<file path="src/rtl/lifo_arbiter.sv">
// Two-requester round-robin arbiter owning a shared LIFO stack.
// Grants are combinational; pop data and error status return one cycle later.
module lifo_arbiter #(
  parameter int DATA_W = 8,
  parameter int DEPTH  = 16,
  parameter int PTR_W  = 4
) (
  input  logic              clk,
  input  logic              reset,
  input  logic              req0_push,
  input  logic              req0_pop,
  input  logic [DATA_W-1:0] req0_wdata,
  input  logic              req1_push,
  input  logic              req1_pop,
  input  logic [DATA_W-1:0] req1_wdata,
  output logic              grant0,
  output logic              grant1,
  output logic [DATA_W-1:0] rdata,
  output logic              rvalid0,
  output logic              rvalid1,
  output logic              err0,
  output logic              err1,
  output logic [PTR_W:0]    sp,
  output logic              full,
  output logic              empty
);

  typedef enum logic [1:0] {IDLE, GRANT0, GRANT1} state_e;

  state_e              state;
  logic                lastGrant_q;
  logic [PTR_W:0]      sp_q, sp_d;
  logic [DATA_W-1:0]   rdata_q;
  logic                rvalid0_q, rvalid1_q, err0_q, err1_q;
  logic [DATA_W-1:0]   mem_q [DEPTH];

  logic                active0, active1;
  logic                selPush, selPop;
  logic [DATA_W-1:0]   selWdata;
  logic                doPush, doPop, doSwap;
  logic                isFull, isEmpty;
  logic                pushOk, readOk, swapOk, reject;
  logic [PTR_W-1:0]    pushIdx, topIdx;

  assign active0 = req0_push | req0_pop;
  assign active1 = req1_push | req1_pop;

  // lastGrant_q = 1 means requester 1 was served last, so requester 0 wins a tie.
  always_comb begin
    state = IDLE;
    if (!reset) begin
      if (active0 && active1) state = lastGrant_q ? GRANT0 : GRANT1;
      else if (active0)       state = GRANT0;
      else if (active1)       state = GRANT1;
    end
  end

  assign grant0 = (state == GRANT0);
  assign grant1 = (state == GRANT1);

  always_comb begin
    selPush  = 1'b0;
    selPop   = 1'b0;
    selWdata = '0;
    case (state)
      GRANT0: begin selPush = req0_push; selPop = req0_pop; selWdata = req0_wdata; end
      GRANT1: begin selPush = req1_push; selPop = req1_pop; selWdata = req1_wdata; end
      default: ;
    endcase
  end

  assign isFull  = (sp_q == (PTR_W+1)'(DEPTH));
  assign isEmpty = (sp_q == '0);
  assign doPush  = selPush & ~selPop;
  assign doPop   = selPop & ~selPush;
  assign doSwap  = selPush & selPop;
  assign pushOk  = doPush & ~isFull;
  assign swapOk  = doSwap & ~isEmpty;
  assign readOk  = (doPop | doSwap) & ~isEmpty;
  assign reject  = (doPush & isFull) | ((doPop | doSwap) & isEmpty);
  // When sp == DEPTH the low bits wrap to 0, so topIdx still lands on DEPTH-1.
  assign pushIdx = sp_q[PTR_W-1:0];
  assign topIdx  = sp_q[PTR_W-1:0] - PTR_W'(1);

  always_comb begin
    sp_d = sp_q;
    if (pushOk)                  sp_d = sp_q + (PTR_W+1)'(1);
    else if (doPop && !isEmpty)  sp_d = sp_q - (PTR_W+1)'(1);
  end

  always_ff @(posedge clk or posedge reset) begin
    if (reset) begin
      sp_q        <= '0;
      lastGrant_q <= 1'b1;
      rdata_q     <= '0;
      rvalid0_q   <= 1'b0;
      rvalid1_q   <= 1'b0;
      err0_q      <= 1'b0;
      err1_q      <= 1'b0;
    end else begin
      sp_q      <= sp_d;
      rvalid0_q <= grant0 & readOk;
      rvalid1_q <= grant1 & readOk;
      err0_q    <= grant0 & reject;
      err1_q    <= grant1 & reject;
      if (grant0)      lastGrant_q <= 1'b0;
      else if (grant1) lastGrant_q <= 1'b1;
      if (readOk)      rdata_q <= mem_q[topIdx];
    end
  end

  // Storage is deliberately left uninitialised by reset.
  always_ff @(posedge clk) begin
    if (pushOk)      mem_q[pushIdx] <= selWdata;
    else if (swapOk) mem_q[topIdx]  <= selWdata;
  end

  assign sp      = sp_q;
  assign full    = isFull;
  assign empty   = isEmpty;
  assign rdata   = rdata_q;
  assign rvalid0 = rvalid0_q;
  assign rvalid1 = rvalid1_q;
  assign err0    = err0_q;
  assign err1    = err1_q;

endmodule

</file>
<file path="config.mk">
export PLATFORM = sky130hd
export DESIGN_NAME = lifo_arbiter
export DESIGN_NICKNAME = d
export VERILOG_FILES = /design/src/rtl/lifo_arbiter.sv
export SDC_FILE = /design/constraint.sdc
export NUM_CORES = 1
export LEC_CHECK = 0
export BUFFER_PORTS_ARGS = -buffer_cell sky130_fd_sc_hd__buf_2
export CORE_MARGIN = 8
export CORE_UTILIZATION = 64
export DETAILED_ROUTE_END_ITERATION = 10
export PLACE_DENSITY = 0.84
export SLEW_MARGIN = 20
export SYNTH_ARGS = -nofsm -noshare
export SYNTH_HDL_FRONTEND = slang
export SYNTH_SLANG_ARGS = --single-unit
</file>
<file path="constraint.sdc">
create_clock -name clk -period 5.2 [get_ports clk]
set_input_delay 0.26 -clock clk [delete_from_list [all_inputs] [get_ports clk]]
set_output_delay 0.26 -clock clk [all_outputs]
set_load 0.05 [all_outputs]
</file>
==> flow_summary.ini, run 1 <==
[run_status]
run_status = finished, final reports clean

[sta]
fin_crit_ps = 4050
timing.fmax_mhz = 247
period_share = 0.778
finalWorstSetupSlack_ps = 1150
slew_headroom = 0.236
drv_slew = 0
rsz0062_at_grt = no
finalClockSkew_ps = 8.89
holdWs_ps = 136
fin_tns_setup_ps = 0
worst_slew_pin_slew_ps = 1140
finalHoldViolCount = 0
setup_viol = 0

[routing]
firstDrtPassIters = 5
routed_wl_mm = 14.0
num_vias = 3693
avgViaCountPerCell = 6.31
drc = 0
routedWlPerCell_um = 23.9
ant_nets = 0
drt_iter0_drc = 360

[critical_path]
cp.arrival_ps = 4270
crit_buf_inv = 5
critical_path_required_ps = 5420
crit_path_start_kind = input pin
worstSetupEndpointType = register
cp_top_family = simple AND/OR/NAND/NOR gates
cpMostUsedCell = buf_4
cp-startpoint = reset
worstPathMaxFanout = 19
crit_slowest_cell = or4_1
crit_type = in2reg
max_stage_delay_ps = 580
r2r-start = lastGrant_q
crit_chain = dlygate4sd3_1 > buf_2 > inv_1 > buf_4 > and2_1 > o21a_1 > ha_1 > a22oi_1 > or4_1 > o31a_1 > or3b_1 > nor3_1 > buf_4

[synth]
seq_area_frac_synth = 0.695
ys.flop_type = edfxtp_1
synth_cell_type_count = 47
netlist_area_um2 = 6180
synth.net_count = 402
ys_ff_latch = 146
async_reset_ff_frac = 0.123
syn_area_per_cell_um2 = 16.6
syn_inst = 372
yosysWarnings = 0
synth_edf_count = 128

[pwr]
power.total_mw = 4.26
power_frac_clock = 0.270
power_frac_comb = 0.385
leakage_nw = 2.61
p_switching_mw = 1.61
internal_power_mw = 2.65
netSwitchingFraction = 0.377
pwr-share-seq = 0.345
max-vdd-ir-drop_mv = 0.412
powerDensity_nw_per_um2 = 589

[finish]
drive_gt1_frac = 0.316
design_area_um2 = 7240
finalNetCount = 469
fill_cells = 570
final_common_cell = edfxtp_1
antenna_cells = 0
syn_to_final_growth_pct = 17.1
final_cell_mix = edfxtp_1 (128), buf_2 (42), mux4_2 (32), inv_1 (25), buf_4 (23)

[cts]
clk_latency_ps = 510
cts_resized = 0
root_buffer = clkbuf_8
clock_path_buffers = 2
cts_setup_buffers = 0
clk_pin_slew_worst_paths_ps = 70
clkSinkCount = 146
cts_max_level = 4
cts_tree = done
holdBufCountCts = 1
numCtsBuffers = 17

[global_routing]
grt_pass1_wl_mm = 21.6
grt_max_degree = 42
track_usage = 0.227
grt_pass1_vias = 3775
grt_antenna_before_repair = 0
grt-ovfl-total = 0

[hold_path]
hp-start = req0_wdata[0]
hold_path_class = in2reg

[place]
dp_hpwl_mm = 8.93
pre_cts_ws_ps = 1270
place_congestion = 0.882
dpl-instance-area_um2 = 6660
numPortBuffers = 42

[floorplanning]
die_y_um = 114
fp.dieW_um = 114
core_region_area_um2 = 9590
die_area_um2 = 13100
initial_core_util = 0.644
placementRows = 36
io_pins = 43

[run]
max-cap-violations = 0
## routing by layer
layer,up-vias,GRT usage,part of all wire
met2,179,0.375,0.51
met5,-,0,0
met1,1872,0.287,0.39
met4,0,0.0710,0.017
met3,25,0.0628,0.082
li1,1617,-,-
## metrics by stage
stage               utilization  cells
finish                    0.754    585
global route              0.754    585
CTS                       0.754    585
detailed placement        0.694    552
global placement          0.693    552
floorplan                     -    372
## tightest hold or removal path, stage by stage
cell	delay (ps)
buf_2	80
a22oi_1	50
nor2_1	130
## path summary, 6_finish.rpt
kind                                    end  slack (ps)  cells after the start
worst min-delay path            mem_q[4][0]         140                      3
worst min register to register  lastGrant_q         510                      2
max in group asynchronous       lastGrant_q        4590                      4
worst max-delay path            mem_q[5][1]        1150                     13
worst max register to register  mem_q[5][1]        1510                      8
min in group asynchronous           rvalid0         340                      4
## power groups by stage
stage | Clock (mW) | Sequential (mW) | Combinational (mW)
2_1_floorplan | 0 | 1.64 | 1.05
4_1_cts | 1.16 | 1.47 | 1.64
3_3_place_gp | 0 | 1.48 | 1.55
6_report | 1.15 | 1.47 | 1.64
5_1_grt | 1.21 | 1.48 | 1.75
3_5_place_dp | 0 | 1.49 | 1.59
## registers in the layout (all words and copies together), names as in the netlist
| name | count |
|---|---|
| err0 | 1 |
| sp | 5 |
| mem_q | 128 |
| rdata | 8 |
| rvalid0 | 1 |
| lastGrant_q | 1 |
| err1 | 1 |
| rvalid1 | 1 |
## synthesized netlist by cell type (2+ instances only)
cell type / instances / area [um^2]
edfxtp_1: 128 / 3840
mux4_2: 32 / 721
inv_1: 25 / 93.8
nor2_1: 25 / 93.8
nor3_1: 20 / 100
dfrtp_1: 17 / 425
a21oi_1: 11 / 55.1
a22oi_1: 9 / 67.6
a221oi_1: 8 / 70.1
clkbuf_1: 8 / 30.0
o22ai_1: 8 / 50.1
ha_1: 7 / 87.6
nand2_1: 6 / 22.5
o21ai_0: 5 / 25.0
buf_1: 4 / 15.0
mux2_2: 4 / 45.0
nor4_1: 4 / 25.0
xnor2_1: 4 / 35.0
a21o_1: 3 / 22.5
a31oi_1: 3 / 18.8
and2_1: 3 / 18.8
buf_2: 3 / 15.0
nand3_1: 3 / 15.0
o31ai_1: 3 / 22.5
a32oi_1: 2 / 17.5
buf_4: 2 / 15.0
nor2b_1: 2 / 12.5
or2_2: 2 / 12.5
or3_1: 2 / 12.5
xor2_1: 2 / 17.5
## logic make-up after synthesis
kind of cell,count (synthesis),share of synthesized area
flip-flops,146,0.695
AND/OR/NAND/NOR,72,0.0579
AO/OA/AOI/OAI,60,0.0674
buffers and inverters,43,0.0281
multiplexers,37,0.126
adder cells (fa/ha/maj),8,0.0174
XOR/XNOR,6,0.00850
## cell type report
type                       count  area [um^2]  share of cell area
multi-input combinational    183         1720               0.238
inverter                      25         93.8              0.0130
clock buffer                  18          418              0.0577
clock inverter                14          146              0.0202
sequential                   146         4300               0.594
timing repair buffer          66          393              0.0543
tap                          133          166              0.0230
Note: power is estimated with default switching activity, not from simulation.
==> run 2, diff against run 1 <==
--- a/config.mk
+++ b/config.mk
@@ -7,9 +7,9 @@
 export LEC_CHECK = 0
 export BUFFER_PORTS_ARGS = -buffer_cell sky130_fd_sc_hd__buf_2
 export CORE_MARGIN = 8
-export CORE_UTILIZATION = 64
+export CORE_UTILIZATION = 60
 export DETAILED_ROUTE_END_ITERATION = 10
-export PLACE_DENSITY = 0.84
+export PLACE_DENSITY = 0.79
 export SLEW_MARGIN = 20
 export SYNTH_ARGS = -nofsm -noshare
 export SYNTH_HDL_FRONTEND = slang
==> constraint.sdc (replaced) <==
create_clock -name clk -period 4.08 [get_ports clk]
set_input_delay 0.204 -clock clk [delete_from_list [all_inputs] [get_ports clk]]
set_output_delay 0.204 -clock clk [all_outputs]
set_load 0.05 [all_outputs]
==> run 2 against run 1 <==
  * Worst setup slack worse by 830 ps
  * Clock skew down 1.1 ps
  * Sequential power up 27%
  * Sequential cell count unchanged
  * Die area up 5.7%
  * Cell count up 1.9%
  * Wire length down 0.44%
  * Utilization down 4.1 points
  * Global-route usage down 1.9 points
  * Critical path depth down 5
  * Clock power up 22%
  * Critical path type is now reg2reg
  * Critical endpoint is now mem_q[5][5]
  * Largest cell class unchanged
==> flow_summary.ini, run 2 (synthesis results as in run 1) <==
[run_status]
run_status = finished, final reports clean

[place]
dp_hpwl_mm = 8.98
place_congestion = 0.842
numPortBuffers = 42
dpl-instance-area_um2 = 6710
pre_cts_ws_ps = 459

[sta]
worst_slew_pin_slew_ps = 788
finalHoldViolCount = 0
period_share = 0.920
drv_slew = 0
finalClockSkew_ps = 7.76
slew_headroom = 0.471
rsz0062_at_grt = no
finalWorstSetupSlack_ps = 325
fin_crit_ps = 3750
setup_viol = 0
timing.fmax_mhz = 266

[floorplanning]
io_pins = 43
placementRows = 37
core_region_area_um2 = 10200
die_area_um2 = 13800
initial_core_util = 0.607
fp.dieW_um = 117
die_y_um = 117

[finish]
design_area_um2 = 7270
antenna_cells = 0
finalNetCount = 477
fill_cells = 647
drive_gt1_frac = 0.317
largest_register_ffs = 128
largest_register = mem_q
multi_input_area_um2 = 1720
regArea_um2 = 4300
syn_to_final_growth_pct = 17.6
final_cell_mix = edfxtp_1 (128), buf_2 (42), mux4_2 (32), buf_4 (31), inv_1 (25)
final_common_cell = edfxtp_1

[global_routing]
grt_max_degree = 42
grt_pass1_vias = 3914
grt_antenna_before_repair = 0
grt-ovfl-total = 0
track_usage = 0.208
grt_pass1_wl_mm = 21.8

[cts]
cts_tree = done
clk_pin_slew_worst_paths_ps = 60
clock_path_buffers = 2
cts_max_level = 4
cts_setup_buffers = 0
clkSinkCount = 146
numCtsBuffers = 17
holdBufCountCts = 1
root_buffer = clkbuf_8
cts_resized = 0
clk_latency_ps = 520

[pwr]
power.total_mw = 5.36
leakage_nw = 2.63
powerDensity_nw_per_um2 = 738
max-vdd-ir-drop_mv = 0.455

[critical_path]
crit_slowest_cell = or4_1
worstPathMaxFanout = 14
critical_path_required_ps = 4310
crit_type = reg2reg
max_stage_delay_ps = 670
worstSetupEndpointType = register
crit_path_start_kind = register
cp.arrival_ps = 3980
crit_chain = o21a_1 > ha_1 > a22oi_2 > or4_1 > o31a_1 > or3b_1 > nor3_1 > buf_4

[routing]
num_vias = 3739
drc = 0
routed_wl_mm = 13.9
firstDrtPassIters = 5
avgViaCountPerCell = 6.27
drt_iter0_drc = 447
routedWlPerCell_um = 23.3
ant_nets = 0

[run]
max-cap-violations = 0

[hold_path]
hold_path_class = in2reg
[run 2: critical path: cells and delay by family (launching register included)]
family / cells / cell delay, ps
flops: 1 / 550
compound gates: 3 / 740
simple gates: 3 / 1500
fa+ha+maj: 1 / 460
buf+inv: 1 / 230
[run 2: power by group]
part	internal, mW	leakage (nW)	switching, mW	total [mW]
Combinational	0.797	0.974	1.30	2.09
Sequential	1.76	1.41	0.107	1.87
Clock	0.805	0.246	0.595	1.40
Total	3.36	2.63	2.00	5.36
[run 2: metal layers]
layer,vias to the layer above,wire length [um],share of wire,track usage
li1,1632,-,-,-
met1,1862,5480,0.39,0.268
met2,209,6900,0.50,0.326
met3,36,1130,0.081,0.0561
met4,0,397,0.029,0.0969
met5,-,0,0,0
[run 2: final timing paths]
| path | start | slack [ps] | cells past startpoint | to |
|---|---|---|---|---|
| worst min register to register | lastGrant_q | 520 | 2 | lastGrant_q |
| worst min-delay path | req0_wdata[3] | 130 | 3 | mem_q[4][3] |
| worst max-delay path | lastGrant_q | 330 | 8 | mem_q[5][5] |
| max in group asynchronous | reset | 3500 | 4 | lastGrant_q |
| min in group asynchronous | reset | 310 | 4 | rvalid1 |
| worst max register to register | lastGrant_q | 330 | 8 | mem_q[5][5] |
[run 2: metrics by stage]
step,TNS (ps),hold WS (ps),cells,utilization
finish,0,128,596,0.714
CTS,0,118,596,0.713
global route,0,144,596,0.714
detailed placement,0,288,563,0.659
floorplan,-3470,147,372,-
global placement,0,264,563,0.659
[run 2: area by class of cell]
cell class / count / area share
Multi-Input combinational cell: 183 / 0.237
Timing Repair Buffer: 74 / 0.0623
Clock inverter: 13 / 0.0153
Clock buffer: 19 / 0.0580
Inverter: 25 / 0.0129
Sequential cell: 146 / 0.591
Tap cell: 136 / 0.0234
